--- src/rtl/alu_pkg.sv ---
// Shared ALU definitions: operation encodings and pipeline depth helper for the
// pipelined carry-lookahead adder.
package alu_pkg;

    localparam logic ADD = 1'b0;
    localparam logic SUB = 1'b1;

    // One pipeline stage per lookahead group.
    function automatic int nstg(input int width, input int block);
        return width / block;
    endfunction

endpackage

--- src/rtl/cla_group.sv ---
// One BLOCK-wide carry-lookahead group: flattened sum-of-products carries,
// no ripple between bit positions.
module cla_group #(
    parameter int BLOCK = 8
) (
    input  logic [BLOCK-1:0] a,
    input  logic [BLOCK-1:0] b,
    input  logic             cin,
    output logic [BLOCK-1:0] s,
    output logic             cout,
    output logic             c_msb
);

    logic [BLOCK-1:0] g;
    logic [BLOCK-1:0] p;
    logic [BLOCK:0]   c;

    function automatic logic all_prop(input logic [BLOCK-1:0] pv, input int hi, input int lo);
        logic r;
        r = 1'b1;
        for (int k = lo; k <= hi; k++) begin
            r = r & pv[k];
        end
        return r;
    endfunction

    // Each c[i+1] is built only from g, p and cin, never from a lower c[j].
    always_comb begin
        g    = a & b;
        p    = a ^ b;
        c    = '0;
        c[0] = cin;
        for (int i = 0; i < BLOCK; i++) begin
            c[i+1] = g[i] | (all_prop(p, i, 0) & cin);
            for (int j = 0; j < i; j++) begin
                c[i+1] = c[i+1] | (all_prop(p, i, j + 1) & g[j]);
            end
        end
    end

    assign s     = p ^ c[BLOCK-1:0];
    assign cout  = c[BLOCK];
    assign c_msb = c[BLOCK-1];

endmodule

--- src/rtl/cla_pipe_adder.sv ---
// Pipelined carry-lookahead adder/subtractor: one lookahead group per stage,
// valid/ready handshake with full back-pressure, sum/cout/ovf/zero results.
module cla_pipe_adder
    import alu_pkg::*;
#(
    parameter int WIDTH = 32,
    parameter int BLOCK = 8
) (
    input  logic             clock,
    input  logic             reset,
    input  logic             in_valid,
    output logic             in_ready,
    input  logic [WIDTH-1:0] in_a,
    input  logic [WIDTH-1:0] in_b,
    input  logic             in_sub,
    output logic             out_valid,
    input  logic             out_ready,
    output logic [WIDTH-1:0] out_sum,
    output logic             out_cout,
    output logic             out_ovf,
    output logic             out_zero
);

    localparam int NSTG = nstg(WIDTH, BLOCK);

    logic             vld_q  [NSTG];
    logic [WIDTH-1:0] a_q    [NSTG];
    logic [WIDTH-1:0] b_q    [NSTG];
    logic [WIDTH-1:0] sum_q  [NSTG];
    logic             cin_q  [NSTG];
    logic             zero_q [NSTG];

    logic [WIDTH-1:0] sum_d    [NSTG];
    logic [BLOCK-1:0] grp_s    [NSTG];
    logic             grp_cout [NSTG];
    logic             grp_cmsb [NSTG];

    logic             out_valid_q;
    logic [WIDTH-1:0] out_sum_q;
    logic             out_cout_q;
    logic             out_ovf_q;
    logic             out_zero_q;
    logic             adv;

    assign adv      = !out_valid_q || out_ready;
    assign in_ready = adv;

    for (genvar k = 0; k < NSTG; k++) begin : g_stage
        cla_group #(.BLOCK(BLOCK)) u_grp (
            .a     (a_q[k][k*BLOCK +: BLOCK]),
            .b     (b_q[k][k*BLOCK +: BLOCK]),
            .cin   (cin_q[k]),
            .s     (grp_s[k]),
            .cout  (grp_cout[k]),
            .c_msb (grp_cmsb[k])
        );
    end

    always_comb begin
        for (int k = 0; k < NSTG; k++) begin
            sum_d[k]                    = sum_q[k];
            sum_d[k][k*BLOCK +: BLOCK] = grp_s[k];
        end
    end

    // NOTE: sequential state uses non-blocking assignments so every stage samples
    // its predecessor's pre-edge value, independent of statement order.
    always_ff @(posedge clock) begin
        if (reset) begin
            for (int k = 0; k < NSTG; k++) begin
                vld_q[k] <= 1'b0;
            end
            out_valid_q <= 1'b0;
        end else if (adv) begin
            vld_q[0] <= in_valid;
            for (int k = 1; k < NSTG; k++) begin
                vld_q[k] <= vld_q[k-1];
            end
            out_valid_q <= vld_q[NSTG-1];
        end
    end

    // NOTE: datapath registers carry no reset; only the valid bits qualify them,
    // and the output ports are masked while out_valid is low.
    always_ff @(posedge clock) begin
        if (adv) begin
            a_q[0]    <= in_a;
            b_q[0]    <= (in_sub == SUB) ? ~in_b : in_b;
            cin_q[0]  <= (in_sub != ADD);
            sum_q[0]  <= '0;
            zero_q[0] <= 1'b1;
            for (int k = 1; k < NSTG; k++) begin
                a_q[k]    <= a_q[k-1];
                b_q[k]    <= b_q[k-1];
                cin_q[k]  <= grp_cout[k-1];
                sum_q[k]  <= sum_d[k-1];
                zero_q[k] <= zero_q[k-1] & ~|grp_s[k-1];
            end
            out_sum_q  <= sum_d[NSTG-1];
            out_cout_q <= grp_cout[NSTG-1];
            out_ovf_q  <= grp_cout[NSTG-1] ^ grp_cmsb[NSTG-1];
            out_zero_q <= zero_q[NSTG-1] & ~|grp_s[NSTG-1];
        end
    end

    assign out_valid = out_valid_q;
    assign out_sum   = out_valid_q ? out_sum_q : '0;
    assign out_cout  = out_valid_q & out_cout_q;
    assign out_ovf   = out_valid_q & out_ovf_q;
    assign out_zero  = out_valid_q & out_zero_q;

endmodule

--- config.mk ---
export PLATFORM = sky130hd
export DESIGN_NAME = cla_pipe_adder
export DESIGN_NICKNAME = d
export VERILOG_FILES = /design/src/rtl/alu_pkg.sv /design/src/rtl/cla_group.sv /design/src/rtl/cla_pipe_adder.sv
export SDC_FILE = /design/constraint.sdc
export NUM_CORES = 1
export LEC_CHECK = 0
export CAP_MARGIN = 20
export CORE_MARGIN = 10
export CORE_UTILIZATION = 51
export DETAILED_ROUTE_END_ITERATION = 16
export MAX_ROUTING_LAYER = met4
export PLACE_DENSITY = 0.8
export SYNTH_ARGS = -nofsm -noshare
export SYNTH_HDL_FRONTEND = slang
export SYNTH_SLANG_ARGS = --single-unit
--- constraint.sdc ---
create_clock -name clock -period 9 [get_ports clock]
set_input_delay 2.25 -clock clock [delete_from_list [all_inputs] [get_ports clock]]
set_output_delay 2.25 -clock clock [all_outputs]
set_load 0.05 [all_outputs]
==> results of run 1 <==
-- worst reg2reg max path, stage by stage (launching register included) --
cell	delay (ps)
dfxtp_1	930
nor2b_1	560
clkinvlp_4	190
buf_4	240
buf_16	240
buf_4	470
buf_4	330
buf_16	250
-- cell type report --
class	instances	area [µm²]	share of cell area
sequential	256	7670	0.645
clock buffer	28	637	0.0536
tap	234	293	0.0246
multi-input combinational	249	2020	0.170
clock inverter	13	111	0.00937
timing repair buffer	110	1120	0.0945
inverter	9	37.5	0.00316
-- power by group through the flow --
stage	Combinational [mW]	Sequential [mW]	Clock, mW
2_1_floorplan	0.177	1.59	0
3_3_place_gp	0.237	1.61	0
3_5_place_dp	0.252	1.63	0
4_1_cts	0.256	1.60	0.984
5_1_grt	0.284	1.62	1.03
6_report	0.256	1.60	0.958
-- metrics by stage --
step                setup WS, ps   util
detailed placement          2720  0.591
global route                2630  0.634
CTS                         2700  0.631
finish                      2710  0.634
global placement            2720  0.591
floorplan                   1160      -
-- logic make-up after synthesis --
logic type	Yosys count	synth area share
mux	1	0.00116
simple gates	103	0.0649
compound gates	59	0.0470
flops	256	0.787
fa+ha+maj	36	0.0493
buf+inv	16	0.00616
xor+xnor	50	0.0449
-- worst max-delay path by stage --
stage | from | to | slack, ps | depth (start not counted)
2_1_floorplan | out_ready | in_ready | 1160 | 2
3_3_place_gp | out_ready | in_ready | 2720 | 4
3_5_place_dp | out_ready | in_ready | 2720 | 4
4_1_cts | out_ready | in_ready | 2700 | 4
5_1_grt | out_ready | in_ready | 2630 | 4
6_report | out_ready | in_ready | 2710 | 4
-- cell usage after synthesis (3+ instances only) --
master	count
a211oi_1	3
a21o_1	5
a21oi_1	11
and2_1	42
buf_1	3
clkbuf_1	4
edfxtp_1	254
fa_1	4
ha_1	32
inv_1	9
nand2_1	11
nand2b_1	6
nor2_1	16
nor3_1	3
o211ai_1	4
o21a_1	5
o21ai_0	3
o21ai_1	6
o21bai_1	5
or3_1	5
xnor2_1	10
xor2_1	40
-- flip-flops by register name, summed over array words and instances, names as in the netlist --
signal      cells
out_ovf_q       1
zero_q          4
b_q            80
out_valid       1
out_sum_q      32
out_zero_q      1
sum_q          48
vld_q           4
out_cout_q      1
a_q            80
cin_q           4
-- per-layer routing --
layer | track usage | vias to the layer above
met3 | 0.0248 | 33
met2 | 0.212 | 108
li1 | - | 2255
met4 | 0.0375 | 0
met1 | 0.136 | 2278
met5 | - | -
==> impl_metrics.tcl, run 1 <==
set metrics [dict create \
    status "finished, final reports clean" \
    io_pins 106 \
    post_cts_buffers 0 \
    area_growth_pct 22.0 \
    vias 4674 \
    fin_crit_ps 6290 \
    fin_cells 899 \
    holdBufCountCts 0 \
    combPwrFrac 0.091 \
    r2r_cells 7 \
    cts.sinks 256 \
    cts_max_level 1 \
    cts_inserted_buffers 25 \
    cp_common_cell "clkdlybuf4s50_1" \
    cts_buffer_depth 3 \
    p_int_mw 2.22 \
    mostFrequentLayoutCells "254 x edfxtp_1, 104 x clkdlybuf4s50_1, 42 x and2_1, 40 x xor2_1, 32 x ha_1" \
    io_buffers 105 \
    dr.pass1.iters 4 \
    fin_tns_setup_ps 0 \
    cp_cell_sequence "clkdlybuf4s50_1, nor2b_1, clkinvlp_4, clkdlybuf4s50_1" \
    dr_wl_met2_um 7880 \
    hold_path_depth 0 \
    yosysTopAreaCell "edfxtp_1" \
    final_common_cell "edfxtp_1" \
    drive_gt1_frac 0.0872 \
    fin_area_um2 11900 \
    synthFlopType "edfxtp_1" \
    overflow 0 \
    placed_area_um2 11100 \
    hold_viol_final 0 \
    cp_slowest_cell "clkdlybuf4s50_1" \
    ctsResizeCount 0 \
    diodes 0 \
    placedCellCount 856 \
    path_buf_inv 3 \
    globalplace.congestion 0.800 \
    maxSlewHeadroom 0.341 \
    hold_end "b_q[2][19]" \
    core_region_area_um2 18800 \
    cts_tree "yes" \
    antenna_found_initial 0 \
    r2r-end "b_q[0][23]" \
    synth_edf_count 254 \
    min_period_over_period 0.699 \
    start_kind "input pin" \
    rows 50 \
    vias_per_cell 5.20 \
    sw_frac_of_total 0.211 \
    p_leak_nw 4.40 \
    worstPathArrival_ps 4040 \
    holdWs_ps 411 \
    peakVddDrop_v 0.000179 \
    place_hpwl_um 9950 \
    ys_ff_latch 256 \
    cap_violations 0 \
    n_fill_cell 1298 \
    dr_wl_met3_um 692 \
    fp.dieW_um 158 \
    initial_utilization 0.519 \
    ant_nets 0 \
    critPathMaxStageDelay_ps 730 \
    die_area_um2 25000 \
    rsz0062_at_grt "no" \
    path_clk_slew_ps 60 \
    clock-root-buffer "clkbuf_16" \
    grt_max_degree 92 \
    required_ps 6750 \
    drt-total-wl_um 14900 \
    yosys_warnings 0 \
    crit_family "buffers and inverters" \
    grt_pass1_vias 4869 \
    seq_power_share 0.568 \
    p_total_mw 2.81 \
    final_nets 756 \
    clk_latency_ps 500 \
    netlist_instances 521 \
    ys_top_cells_by_area "edfxtp_1 78%, ha_1 4.1%, xor2_1 3.6%" \
    routedWlPerCell_um 16.6 \
    fmax_ghz 0.159 \
    finalSetupViolations 0 \
    power_frac_clock 0.341 \
    route.detailed.drc 0 \
    ys_types 46 \
    min_from "b_q[1][19]" \
    grt_first_pass_wirelength_um 23600 \
    netlist.area_leader.share 0.782 \
    switchingPower_mw 0.592 \
    syn_nets 626 \
    path_class "in2out" \
    slew_violations 0 \
    drt-met1-wl_um 6010 \
    dr.first_iter.drc_count 291 \
    power.density_nw_per_um2 236 \
    endpoint_kind "primary output" \
    tightestPinTransition_ps 989 \
    netlist_area_um2 9750 \
    avgSynthCellArea_um2 18.7 \
    hold_path.class "reg2reg" \
    fin_worst_skew_ps 6.18 \
    die_y_um 158 \
    top_layer_used "met4" \
    r2r_slack_ps 5460 \
    synth_seq_area_share 0.787 \
    async_flop_share 0 \
    cp_max_fo 5 \
    grt_use_total 0.121 \
    worstReg2RegStart "out_valid" \
]
No activity file was read; power rests on OpenSTA's default activity.
==> inputs of run 2 (changes only) <==
--- a/config.mk
+++ b/config.mk
@@ -7,10 +7,10 @@
 export LEC_CHECK = 0
 export CAP_MARGIN = 20
 export CORE_MARGIN = 10
-export CORE_UTILIZATION = 51
+export CORE_UTILIZATION = 55
 export DETAILED_ROUTE_END_ITERATION = 16
 export MAX_ROUTING_LAYER = met4
-export PLACE_DENSITY = 0.8
+export PLACE_DENSITY = 0.82
 export SYNTH_ARGS = -nofsm -noshare
 export SYNTH_HDL_FRONTEND = slang
 export SYNTH_SLANG_ARGS = --single-unit
==> constraint.sdc (replaced) <==
create_clock -name clock -period 6 [get_ports clock]
set_input_delay 1.5 -clock clock [delete_from_list [all_inputs] [get_ports clock]]
set_output_delay 1.5 -clock clock [all_outputs]
set_load 0.05 [all_outputs]
==> run 2 against run 1 <==
  * Sequential share of layout area is 0.35 points higher
  * Cell area is 0.54% lower
  * Setup slack worse by 1200 ps
  * Worst hold slack better by 2.4 ps
  * Utilization is 4.8 points higher
  * Clock power is 44% higher
  * Die area is 6.4% lower
  * Critical path type unchanged
  * Clock skew is 1.3 ps higher
  * Combinational power is 49% higher
  * Register-to-register slack worse by 2500 ps
  * Largest power group unchanged
==> impl_metrics.tcl, run 2 (same netlist as run 1, synthesis figures left out) <==
set metrics [dict create \
    min_from "sum_q[3][10]" \
    cts_buffer_depth 3 \
    overflow 0 \
    path_clk_slew_ps 60 \
    area_growth_pct 21.3 \
    vias 4683 \
    mostFrequentLayoutCells "254 x edfxtp_1, 104 x clkdlybuf4s50_1, 42 x and2_1, 40 x xor2_1, 32 x ha_1" \
    cts.sinks 256 \
    min_period_over_period 0.750 \
    cts_inserted_buffers 24 \
    slew_violations 0 \
    grt_first_pass_wirelength_um 24100 \
    dr.pass1.iters 4 \
    cts_max_level 1 \
    worstPathArrival_ps 3000 \
    cp_slowest_cell "clkdlybuf4s50_1" \
    grt_use_total 0.127 \
    cp_max_fo 5 \
    globalplace.congestion 0.864 \
    core_region_area_um2 17400 \
    fmax_ghz 0.222 \
    clock-root-buffer "clkbuf_16" \
    routedWlPerCell_um 16.7 \
    io_buffers 105 \
    grt_max_degree 95 \
    power.density_nw_per_um2 351 \
    place_hpwl_um 10100 \
    cap_violations 0 \
    p_total_mw 4.16 \
    start_kind "input pin" \
    p_leak_nw 4.37 \
    final_common_cell "edfxtp_1" \
    die_area_um2 23400 \
    vias_per_cell 5.27 \
    dr.first_iter.drc_count 338 \
    ant_nets 0 \
    hold_viol_final 0 \
    fp.dieW_um 153 \
    endpoint_kind "primary output" \
    holdWs_ps 413 \
    io_pins 106 \
    maxSlewHeadroom 0.329 \
    drt-total-wl_um 14800 \
    rsz0062_at_grt "no" \
    hold_end "out_sum_q[10]" \
    clk_latency_ps 500 \
    fin_util 0.681 \
    drive_gt1_frac 0.0860 \
    grt_pass1_vias 4983 \
    route.detailed.drc 0 \
    final_nets 754 \
    r2r_slack_ps 2950 \
    post_cts_buffers 0 \
    cp_cell_sequence "clkdlybuf4s50_1, nor2b_4, clkinvlp_4, clkdlybuf4s50_1" \
    n_fill_cell 1118 \
    worstReg2RegStart "out_valid" \
    critPathMaxStageDelay_ps 720 \
    path_class "in2out" \
    pre_cts_slack_ps 1490 \
    r2r_cells 4 \
    required_ps 4500 \
    hold_path_depth 0 \
    fin_worst_skew_ps 7.52 \
    status "finished, final reports clean" \
    fin_area_um2 11800 \
    tightestPinTransition_ps 1010 \
    placed_area_um2 11100 \
    multiInputGateArea_um2 2030 \
    cts_tree "yes" \
    largestRegisters "a_q: 80 flops, b_q: 80 flops, sum_q: 48 flops" \
    register_area_um2 7670 \
    cp_common_cell "clkdlybuf4s50_1" \
    ctsResizeCount 0 \
    initial_utilization 0.562 \
    diodes 0 \
    r2r-end "b_q[1][26]" \
    die_y_um 153 \
    fin_crit_ps 4500 \
    peakVddDrop_v 0.000213 \
    hold_path.class "reg2reg" \
    finalSetupViolations 0 \
    rows 48 \
    setup_ws_ps 1500 \
    antenna_found_initial 0 \
    holdBufCountCts 0 \
]
[run 2: cell count changes in the layout (fill, tap and decap cells not counted)]
cell,delta
clkinv_1,+3
nor2b_1,-1
clkinvlp_4,-1
clkbuf_1,-3
bufinv_16,-1
nor2b_4,+1
buf_16,-1
clkinv_2,+1
[run 2: worst max-delay path by stage]
stage / from / to / slack (ps) / cells after the start
after floorplan: out_ready / in_ready / -80 / 2
after global placement: out_ready / in_ready / 1490 / 4
after detailed placement: out_ready / in_ready / 1490 / 4
after CTS: out_ready / in_ready / 1480 / 4
after global routing: out_ready / in_ready / 1410 / 4
final: out_ready / in_ready / 1500 / 4
[run 2: power breakdown]
group | internal (mW) | leakage [nW] | switching (mW) | total [mW]
Combinational | 0.179 | 1.31 | 0.202 | 0.381
Clock | 0.789 | 0.358 | 0.587 | 1.38
Sequential | 2.31 | 2.71 | 0.0889 | 2.40
Total | 3.28 | 4.37 | 0.879 | 4.16
[run 2: critical path, delay by kind of cell]
kind | cells | cell delay [ps]
and+or+nand+nor | 1 | 210
buffers and inverters | 3 | 1280
[run 2: final cells by class]
cell class,count,share of cell area
sequential,256,0.648
multi-input combinational,249,0.171
timing repair buffer,109,0.0927
clock buffer,25,0.0529
tap,225,0.0238
clock inverter,15,0.00762
inverter,9,0.00317
[run 2: per-stage QoR]
step | std cells | TNS, ps
after floorplan | 521 | -6120
after global placement | 847 | 0
after detailed placement | 847 | 0
after CTS | 887 | 0
after global routing | 888 | 0
final | 888 | 0
[run 2: layer usage]
metal / part of all wire / wire (µm) / vias up / GRT usage
met4: 0.023 / 343 / 0 / 0.0372
li1: - / - / 2239 / -
met3: 0.046 / 678 / 25 / 0.0281
met1: 0.38 / 5590 / 2300 / 0.132
met2: 0.55 / 8230 / 119 / 0.233
met5: 0 / 0 / - / -
==> inputs of run 3 (changes only) <==
--- a/config.mk
+++ b/config.mk
@@ -7,10 +7,10 @@
 export LEC_CHECK = 0
 export CAP_MARGIN = 20
 export CORE_MARGIN = 10
-export CORE_UTILIZATION = 55
+export CORE_UTILIZATION = 51
 export DETAILED_ROUTE_END_ITERATION = 16
 export MAX_ROUTING_LAYER = met4
-export PLACE_DENSITY = 0.82
+export PLACE_DENSITY = 0.8
 export SYNTH_ARGS = -nofsm -noshare
 export SYNTH_HDL_FRONTEND = slang
 export SYNTH_SLANG_ARGS = --single-unit
==> constraint.sdc (replaced) <==
create_clock -name clock -period 4.1 [get_ports clock]
set_input_delay 1.025 -clock clock [delete_from_list [all_inputs] [get_ports clock]]
set_output_delay 1.025 -clock clock [all_outputs]
set_load 0.05 [all_outputs]
==> run 3 against run 2 <==
  * Clock-buffer cell count rose by 2
  * Largest cell class unchanged
  * Clock skew about the same
  * Critical path type is now reg2out
  * Global-route usage down 0.22 points
==> impl_metrics.tcl, run 3 (same netlist as run 1, synthesis figures left out) <==
set metrics [dict create \
    cts_max_level 1 \
    fmax_ghz 0.312 \
    cts_buffer_depth 3 \
    r2r_slack_ps 1480 \
    vias 4635 \
    hold_path.class "reg2reg" \
    final_nets 754 \
    path_clk_slew_ps 60 \
    critPathMaxStageDelay_ps 830 \
    core_region_area_um2 18800 \
    fin_tns_setup_ps 0 \
    r2r_cells 6 \
    rows 50 \
    clk_latency_ps 500 \
    maxSlewHeadroom 0.336 \
    die_y_um 158 \
    register_area_um2 7670 \
    path_class "reg2out" \
    cp_max_fo 34 \
    ant_nets 0 \
    vias_per_cell 5.15 \
    fin_crit_ps 3200 \
    fin_worst_skew_ps 7.65 \
    ctsResizeCount 0 \
    route.detailed.drc 0 \
    r2r-end "out_zero_q" \
    cts.sinks 256 \
    grt_use_total 0.124 \
    power.density_nw_per_um2 544 \
    dr.first_iter.drc_count 275 \
    clock-root-buffer "clkbuf_16" \
    worstPathArrival_ps 2180 \
    endpoint "out_sum[15]" \
    cts_tree "yes" \
    antenna_found_initial 0 \
    cp_cell_sequence "buf_4, and2_1, clkdlybuf4s50_1" \
    cap_violations 0 \
    final_common_cell "edfxtp_1" \
    overflow 0 \
    io_pins 106 \
    start_kind "register" \
    drt-total-wl_um 15100 \
    place_hpwl_um 10100 \
    worstSetupStartpoint "out_valid" \
    die_area_um2 25000 \
    min_period_over_period 0.781 \
    slew_violations 0 \
    cts_inserted_buffers 25 \
    post_cts_buffers 0 \
    mostFrequentLayoutCells "254 x edfxtp_1, 103 x clkdlybuf4s50_1, 42 x and2_1, 40 x xor2_1, 32 x ha_1" \
    peakVddDrop_v 0.000343 \
    largestRegisters "a_q: 80 flops, b_q: 80 flops, sum_q: 48 flops" \
    p_leak_nw 4.45 \
    multiInputGateArea_um2 2030 \
    grt_pass1_vias 4964 \
    endpoint_kind "primary output" \
    rsz0062_at_grt "no" \
    worstReg2RegStart "b_q[3][24]" \
    holdBufCountCts 0 \
    drive_gt1_frac 0.0931 \
    holdWs_ps 411 \
    cp_slowest_cell "clkdlybuf4s50_1" \
    fp.dieW_um 158 \
    area_growth_pct 23.2 \
    io_buffers 105 \
    finalSetupViolations 0 \
    grt_max_degree 129 \
    grt_first_pass_wirelength_um 24400 \
    hold_viol_final 0 \
    routedWlPerCell_um 16.7 \
    tightestPinTransition_ps 996 \
    globalplace.congestion 0.829 \
    status "finished, final reports clean" \
    initial_utilization 0.519 \
    diodes 0 \
    required_ps 3070 \
    dr.pass1.iters 4 \
    n_fill_cell 1297 \
]
run 3: changes by cell type in the layout (fill, tap and decap cells not counted), sizes merged:
cell / before / now
bufinv: 1 / 7
clkbuf: 25 / 27
clkdlybuf4s50: 104 / 103
clkinv: 14 / 8
clkinvlp: 1 / 2
inv: 8 / 9
run 3: stage by stage:
| stage | util | instances | setup slack (ps) | power (mW) | instance area [µm²] |
|---|---|---|---|---|---|
| after floorplan | - | 521 | -1450 | 3.89 | 9760 |
| after global placement | 0.592 | 856 | 934 | 4.07 | 11100 |
| after detailed placement | 0.592 | 856 | 864 | 4.13 | 11100 |
| after CTS | 0.640 | 900 | 861 | 6.60 | 12000 |
| after global routing | 0.640 | 900 | 763 | 6.80 | 12000 |
| final | 0.640 | 900 | 898 | 6.53 | 12000 |
run 3: routing by layer:
layer	global-route usage	up-vias	part of all wire
met1	0.139	2267	0.40
met4	0.0287	0	0.017
met5	-	-	0
li1	-	2243	-
met2	0.224	97	0.54
met3	0.0270	28	0.050
run 3: power breakdown:
part	switching [mW]	total [mW]	internal, mW
Combinational	0.301	0.563	0.262
Clock	0.905	2.46	1.55
Sequential	0.130	3.51	3.38
run 3: cell type report:
cell class	count	area share
clock buffers	27	0.0527
clock inverters	17	0.0219
inverters	9	0.00312
multi-input cells	249	0.169
flip-flops and latches	256	0.638
well taps	234	0.0244
repair buffers	108	0.0908
run 3: critical path, delay by kind of cell (launching register included):
family                 cells  cell delay [ps]
buffers and inverters      2             1120
and+or+nand+nor            1              180
DFF                        1              360
run 3: worst min path at each step:
stage | from | end | cells after the start
after floorplan | a_q[0][10] | a_q[1][10] | 0
after global placement | sum_q[1][2] | sum_q[2][2] | 0
after detailed placement | a_q[1][18] | a_q[2][18] | 0
after CTS | a_q[2][25] | a_q[3][25] | 0
after global routing | a_q[1][18] | a_q[2][18] | 0
final | sum_q[3][12] | out_sum_q[12] | 0
